===== src/rtl/vector_writeback_arbiter_if.sv =====
// vector_writeback_arbiter_if: execute/load writeback requests and the register-file write port
`ifndef REG_IDX_WIDTH
`define REG_IDX_WIDTH 5
`endif
`ifndef VECTOR_BITS
`define VECTOR_BITS 512
`endif
`ifndef VECTOR_LANES
`define VECTOR_LANES 16
`endif

interface vector_writeback_arbiter_if #(parameter int MEM_FIFO_DEPTH = 4);
  logic                               ex_valid;
  logic                               ex_ready;
  logic [`REG_IDX_WIDTH-1:0]          ex_reg;
  logic [`VECTOR_BITS-1:0]            ex_value;
  logic [`VECTOR_LANES-1:0]           ex_mask;
  logic                               mem_valid;
  logic                               mem_ready;
  logic [`REG_IDX_WIDTH-1:0]          mem_reg;
  logic [`VECTOR_BITS-1:0]            mem_value;
  logic [`VECTOR_LANES-1:0]           mem_mask;
  logic                               wb_enable_vector_writeback;
  logic [`REG_IDX_WIDTH-1:0]          wb_writeback_reg;
  logic [`VECTOR_BITS-1:0]            wb_writeback_value;
  logic [`VECTOR_LANES-1:0]           wb_writeback_mask;
  logic [$clog2(MEM_FIFO_DEPTH):0]    mem_pending;
  modport master (
    output ex_valid, ex_reg, ex_value, ex_mask, mem_valid, mem_reg, mem_value, mem_mask,
    input  ex_ready, mem_ready, wb_enable_vector_writeback, wb_writeback_reg,
           wb_writeback_value, wb_writeback_mask, mem_pending
  );
  modport slave (
    input  ex_valid, ex_reg, ex_value, ex_mask, mem_valid, mem_reg, mem_value, mem_mask,
    output ex_ready, mem_ready, wb_enable_vector_writeback, wb_writeback_reg,
           wb_writeback_value, wb_writeback_mask, mem_pending
  );
endinterface


===== src/rtl/vector_writeback_arbiter.sv =====
// vector_writeback_arbiter: merges execute writebacks with a queued load stream onto one
// register-file write port, giving loads priority once they have starved long enough.
`ifndef REG_IDX_WIDTH
`define REG_IDX_WIDTH 5
`endif
`ifndef VECTOR_BITS
`define VECTOR_BITS 512
`endif
`ifndef VECTOR_LANES
`define VECTOR_LANES 16
`endif

module vector_writeback_arbiter #(
  parameter int MEM_FIFO_DEPTH = 4,
  parameter int STARVE_LIMIT   = 8
) (
  input logic                  clk,
  input logic                  reset,
  vector_writeback_arbiter_if.slave bus
);
  localparam int AW = $clog2(MEM_FIFO_DEPTH);
  localparam int CW = $clog2(STARVE_LIMIT + 1);
  localparam logic [AW:0]   FULL       = (AW+1)'(MEM_FIFO_DEPTH);
  localparam logic [CW-1:0] STARVE_MAX = CW'(STARVE_LIMIT);
  typedef enum logic {EX_PRIO, MEM_PRIO} state_t;
  state_t                    r_state;
  logic [AW:0]               r_count;
  logic [AW-1:0]             r_wr_ptr, r_rd_ptr;
  logic [CW-1:0]             r_starve;
  logic [`REG_IDX_WIDTH-1:0] r_q_reg   [MEM_FIFO_DEPTH];
  logic [`VECTOR_BITS-1:0]   r_q_value [MEM_FIFO_DEPTH];
  logic [`VECTOR_LANES-1:0]  r_q_mask  [MEM_FIFO_DEPTH];
  logic                      r_wb_en;
  logic [`REG_IDX_WIDTH-1:0] r_wb_reg;
  logic [`VECTOR_BITS-1:0]   r_wb_value;
  logic [`VECTOR_LANES-1:0]  r_wb_mask;
  logic w_nonempty, w_mem_ready, w_ex_ready, w_push, w_grant_mem, w_grant_ex;
  assign w_nonempty  = r_count != '0;
  assign w_mem_ready = r_count < FULL;
  assign w_ex_ready  = (r_state == EX_PRIO) || !w_nonempty;
  // Grant decisions use registered occupancy only, so a load never bypasses the queue.
  assign w_grant_mem = w_nonempty && ((r_state == MEM_PRIO) || !bus.ex_valid);
  assign w_grant_ex  = bus.ex_valid && w_ex_ready;
  assign w_push      = bus.mem_valid && w_mem_ready;
  assign bus.ex_ready                   = w_ex_ready;
  assign bus.mem_ready                  = w_mem_ready;
  assign bus.mem_pending                = r_count;
  assign bus.wb_enable_vector_writeback = r_wb_en;
  assign bus.wb_writeback_reg           = r_wb_reg;
  assign bus.wb_writeback_value         = r_wb_value;
  assign bus.wb_writeback_mask          = r_wb_mask;
  always_ff @(posedge clk) begin
    if (w_push) begin
      r_q_reg[r_wr_ptr]   <= bus.mem_reg;
      r_q_value[r_wr_ptr] <= bus.mem_value;
      r_q_mask[r_wr_ptr]  <= bus.mem_mask;
    end
  end
  always_ff @(posedge clk or negedge reset) begin
    if (!reset) begin
      r_state    <= EX_PRIO;
      r_count    <= '0;
      r_wr_ptr   <= '0;
      r_rd_ptr   <= '0;
      r_starve   <= '0;
      r_wb_en    <= 1'b0;
      r_wb_reg   <= '0;
      r_wb_value <= '0;
      r_wb_mask  <= '0;
    end else begin
      r_count  <= r_count + {{AW{1'b0}}, w_push} - {{AW{1'b0}}, w_grant_mem};
      r_wr_ptr <= w_push ? r_wr_ptr + AW'(1) : r_wr_ptr;
      r_rd_ptr <= w_grant_mem ? r_rd_ptr + AW'(1) : r_rd_ptr;
      r_starve <= (!w_nonempty || w_grant_mem) ? '0 :
                  (r_starve == STARVE_MAX) ? r_starve : r_starve + CW'(1);
      // MEM_PRIO always grants or finds the queue empty, so it lasts a single cycle.
      r_state  <= (r_state == EX_PRIO && r_starve == STARVE_MAX) ? MEM_PRIO : EX_PRIO;
      r_wb_en  <= w_grant_mem || w_grant_ex;
      if (w_grant_mem || w_grant_ex) begin
        r_wb_reg   <= w_grant_mem ? r_q_reg[r_rd_ptr]   : bus.ex_reg;
        r_wb_value <= w_grant_mem ? r_q_value[r_rd_ptr] : bus.ex_value;
        r_wb_mask  <= w_grant_mem ? r_q_mask[r_rd_ptr]  : bus.ex_mask;
      end
    end
  end
endmodule


===== src/flat_wrapper.sv =====
// flat-port wrapper written by rule: the top's interface ports become plain ports
module vector_writeback_arbiter_flat 
#(
  parameter int MEM_FIFO_DEPTH = 4,
  parameter int STARVE_LIMIT   = 8
)
  (clk, reset, bus_ex_valid, bus_ex_reg, bus_ex_value, bus_ex_mask, bus_mem_valid, bus_mem_reg, bus_mem_value, bus_mem_mask, bus_ex_ready, bus_mem_ready, bus_wb_enable_vector_writeback, bus_wb_writeback_reg, bus_wb_writeback_value, bus_wb_writeback_mask, bus_mem_pending);
  vector_writeback_arbiter_if #(.MEM_FIFO_DEPTH(MEM_FIFO_DEPTH)) bus_i ();
  input logic clk;
  input logic reset;
  input wire logic [$bits(bus_i.ex_valid)-1:0] bus_ex_valid;
  input wire logic [$bits(bus_i.ex_reg)-1:0] bus_ex_reg;
  input wire logic [$bits(bus_i.ex_value)-1:0] bus_ex_value;
  input wire logic [$bits(bus_i.ex_mask)-1:0] bus_ex_mask;
  input wire logic [$bits(bus_i.mem_valid)-1:0] bus_mem_valid;
  input wire logic [$bits(bus_i.mem_reg)-1:0] bus_mem_reg;
  input wire logic [$bits(bus_i.mem_value)-1:0] bus_mem_value;
  input wire logic [$bits(bus_i.mem_mask)-1:0] bus_mem_mask;
  output wire logic [$bits(bus_i.ex_ready)-1:0] bus_ex_ready;
  output wire logic [$bits(bus_i.mem_ready)-1:0] bus_mem_ready;
  output wire logic [$bits(bus_i.wb_enable_vector_writeback)-1:0] bus_wb_enable_vector_writeback;
  output wire logic [$bits(bus_i.wb_writeback_reg)-1:0] bus_wb_writeback_reg;
  output wire logic [$bits(bus_i.wb_writeback_value)-1:0] bus_wb_writeback_value;
  output wire logic [$bits(bus_i.wb_writeback_mask)-1:0] bus_wb_writeback_mask;
  output wire logic [$bits(bus_i.mem_pending)-1:0] bus_mem_pending;
  assign bus_i.ex_valid = bus_ex_valid;
  assign bus_i.ex_reg = bus_ex_reg;
  assign bus_i.ex_value = bus_ex_value;
  assign bus_i.ex_mask = bus_ex_mask;
  assign bus_i.mem_valid = bus_mem_valid;
  assign bus_i.mem_reg = bus_mem_reg;
  assign bus_i.mem_value = bus_mem_value;
  assign bus_i.mem_mask = bus_mem_mask;
  assign bus_ex_ready = bus_i.ex_ready;
  assign bus_mem_ready = bus_i.mem_ready;
  assign bus_wb_enable_vector_writeback = bus_i.wb_enable_vector_writeback;
  assign bus_wb_writeback_reg = bus_i.wb_writeback_reg;
  assign bus_wb_writeback_value = bus_i.wb_writeback_value;
  assign bus_wb_writeback_mask = bus_i.wb_writeback_mask;
  assign bus_mem_pending = bus_i.mem_pending;
  vector_writeback_arbiter #(.MEM_FIFO_DEPTH(MEM_FIFO_DEPTH), .STARVE_LIMIT(STARVE_LIMIT)) u_core (.clk(clk), .reset(reset), .bus(bus_i));
endmodule

===== config.mk =====
export PLATFORM = sky130hd
export DESIGN_NAME = vector_writeback_arbiter_flat
export DESIGN_NICKNAME = d
export VERILOG_FILES = /design/src/rtl/vector_writeback_arbiter_if.sv /design/src/rtl/vector_writeback_arbiter.sv /design/src/flat_wrapper.sv
export SDC_FILE = /design/constraint.sdc
export NUM_CORES = 2
export LEC_CHECK = 0
export ABC_CLOCK_PERIOD_IN_PS = 20000
export CAP_MARGIN = 20
export CORE_AREA = 2 2 626 628
export CTS_CLUSTER_SIZE = 10
export DETAILED_ROUTE_END_ITERATION = 10
export DIE_AREA = 0 0 628 630
export GPL_TIMING_DRIVEN = 1
export PLACE_DENSITY_LB_ADDON = 0.08
export SLEW_MARGIN = 30
export SYNTH_ARGS = -nofsm -noshare
export SYNTH_HDL_FRONTEND = slang
export SYNTH_SLANG_ARGS = --single-unit

===== constraint.sdc =====
create_clock -name clk -period 20 [get_ports clk]
set_clock_uncertainty 0.05 [all_clocks]
set_input_delay 6 -clock clk [delete_from_list [all_inputs] [get_ports clk]]
set_output_delay 6 -clock clk [all_outputs]
set_load 0.02 [all_outputs]

==> metrics.txt <==
initial antenna violation count=257; top layer in use=met5; post-CTS sizing=0; cell area after synthesis=103,000 µm²; Slew headroom=19.5%; Clock Power Share=28.9%; CTS tree=done; area grow syn2layout=31.0%; DP Worst Slack=9.16 ns; Worst-Margin Slew=1.21 ns; Critical Path RT=20.45 ns; critical hold path startpoint=u_core.bus.wb_writeback_value[117]$_DFFE_PN0P_; largest net degree at the start of global routing=128; hold depth=2; TritonCTS buffer count=327; Sw Ratio=32.8%; final antenna-violating net count=0; overall routed net length=376,000 µm; FF-to-FF End=u_core.r_q_value[2][247]$_DFFE_PP_; Synth area leader=edfxtp_1; clk buf depth=4; Post-CTS Hold Fix Bufs=0; first-pass GRT wire length=520,000 µm; Setup Buffers After CTS=0; Largest Register=u_core.r_q_value; DIE AREA=396,000 µm²; Avg Vias per Cell=4.68; Fmax=101 MHz; PD cells=144 nW/µm²; Synth area leaders=edfxtp_1 62%, dfrtp_1 13%, mux4_2 12%; Sequential Power Share=39.8%; R2R cell count=6; R2R Path Start=u_core.bus.mem_pending[2]$_DFF_PN0_; core area=388,000 µm²; clk root buf=clkbuf_16; Tmin final=9.93 ns; H-tree Lvls=5; nature of the critical path endpoint=flop; Final WS setup=10.07 ns; FP Rows=229; number of port buffers=1,608; die width=628 µm; Worst VDD drop=0.0718 mV; placed instance area=124,000 µm²; FF+latch count, synth=2,678; Seq/Total Area, Yosys=75.5%; Residual DRC=0; initial cell density of the core=26.5%; P_sw=6.36 mW; Synth Flop Type=edfxtp_1; max reg flops=2,048; placed insts=12,000; RSZ-0062 raised after global routing=false; drt pass-1 iters=5; Synth top area share=62.2%; routed length per instance=29.6 µm; fin crit share=49.7%; Max FO, Critical Path=102; syn_area_per_cell=18.6 µm²; Global Route Usage Sum=18.4%; post-synthesis cell count=5,541; routed wl met2=196,000 µm; Maximum Capacitance Violations=0; Nets=8,262; min-delay worst type=flop to flop; layout cells sized above 1=15.7%; Pins Over Slew Limit=0; clk slew on worst S/H paths=0.06 ns; synth warn=0; clock latency on the worst-skew pair=0.89 ns; R2R Setup Slk=15.08 ns; share of flip-flops with an asynchronous set or reset=20.4%; Worst setup SP type=input pin; GPL Wtd Cong=0.818; P_leak=45.4 nW; chip height=630 µm; Finished Cell Area=135,000 µm²; Crit Path Class=input pin to flop; Worst EP arrival=10.38 ns; met1 WL=146,000 µm; EDFF count, synth=2,132; Final setup viols=0; Logic pwr share=31.3%; Mapped Nets=6,620; Hold Path End=u_core.bus.wb_writeback_value[117]$_DFFE_PN0P_; fin util=34.7%; status=finished clean; TNS Setup=0 ns; HPWL reported at the end of detailed placement=254,000 µm; Fill cells=37,000; Met3 Wirelength=21,100 µm; Iter 0 DRT Violations=4,059; Hold WS=0.442 ns; Layout Cells excl Fill=12,700; internal power=13.1 mW; Sink Count=2,678; vias in the first global route=63,000; Netlist cell types=31; Power, Total=19.4 mW; Hold Vio Cnt, Final=0; IO Pins=1,609; gr ovfl total=0; via count=59,400
[cells in the mapped netlist, drive strengths merged, types with 2 or more instances]
master	instances
nand3	407
o211ai	405
edfxtp	2132
a221o	128
mux4	533
mux2i	2
dfrtp	546
nor3	5
xor2	2
nand2	812
and3	128
xnor2	5
and2	5
ha	8
buf	215
inv	10
clkbuf	188
[logic make-up (layout without fill, tap and decap cells)]
| logic type | Yosys count | in the layout | synth area share [%] |
|---|---|---|---|
| AO/OA/AOI/OAI | 536 | 536 | 4.76 |
| multiplexers | 535 | 535 | 11.7 |
| XOR/XNOR | 7 | 7 | 0.0596 |
| adder cells (fa/ha/maj) | 9 | 9 | 0.117 |
| other | 0 | 56 | 0 |
| buffers and inverters | 413 | 2313 | 2.08 |
| flip-flops | 2678 | 2678 | 75.5 |
| AND/OR/NAND/NOR | 1363 | 1363 | 5.82 |
[worst max-delay path, cell delays in order]
cell and delay, ns:
clkdlybuf4s50_1 0.48, nor2b_1 0.51, and2_4 0.73, buf_12 0.44, buf_16 0.35, buf_4 0.75
buf_12 0.52
[power by group through the flow]
stage / Clock [mW] / Sequential (mW) / Combinational [mW]
6_report: 5.62 / 7.73 / 6.07
5_1_grt: 6.02 / 7.83 / 6.46
4_1_cts: 5.82 / 7.74 / 6.30
3_5_place_dp: 0 / 7.83 / 6.28
3_3_place_gp: 0 / 7.82 / 6.28
2_1_floorplan: 0 / 8.62 / 2.83
[cells in the final DEF, fill, tap and decap left out, types with 56 or more instances in the layout]
cell	n
clkdlybuf4s50_1	1606
clkbuf_16	333
a221o_1	128
buf_4	78
nand3_1	407
o211ai_1	293
edfxtp_1	2132
and3_1	128
diode_2	56
mux4_2	533
nand2_1	812
o211ai_2	112
dfrtp_1	544
clkbuf_1	173
[worst max path at each step]
| stage | startpoint | end | slack (ns) | cells after the start |
|---|---|---|---|---|
| after floorplan | bus_mem_valid | u_core.r_q_mask[0][0]$_DFFE_PP_ | 0.57 | 3 |
| after global placement | bus_mem_valid | u_core.r_q_value[3][246]$_DFFE_PP_ | 8.98 | 6 |
| after detailed placement | bus_mem_valid | u_core.r_q_value[2][248]$_DFFE_PP_ | 9.16 | 6 |
| after CTS | bus_mem_valid | u_core.r_q_value[2][248]$_DFFE_PP_ | 10.16 | 6 |
| after global routing | bus_mem_valid | u_core.r_q_value[2][164]$_DFFE_PP_ | 9.89 | 7 |
| final | bus_mem_valid | u_core.r_q_value[2][247]$_DFFE_PP_ | 10.07 | 7 |
[layout make-up]
class,count,area (µm²),area share [%]
timing repair buffer,1716,17200,12.8
antenna,56,140,0.104
clock inverter,49,639,0.474
tap,5197,6500,4.82
multi-input combinational,2450,23100,17.2
clock buffer,538,9420,6.99
inverter,10,37.5,0.0278
sequential,2678,77700,57.6
[layer usage]
metal  track usage, %  vias up
met4             6.57      120
met3             4.25      799
met2             32.5     1837
li1                 -    25500
met5                0        -
met1             21.8    31100
Note: power is estimated with default switching activity, not from simulation.
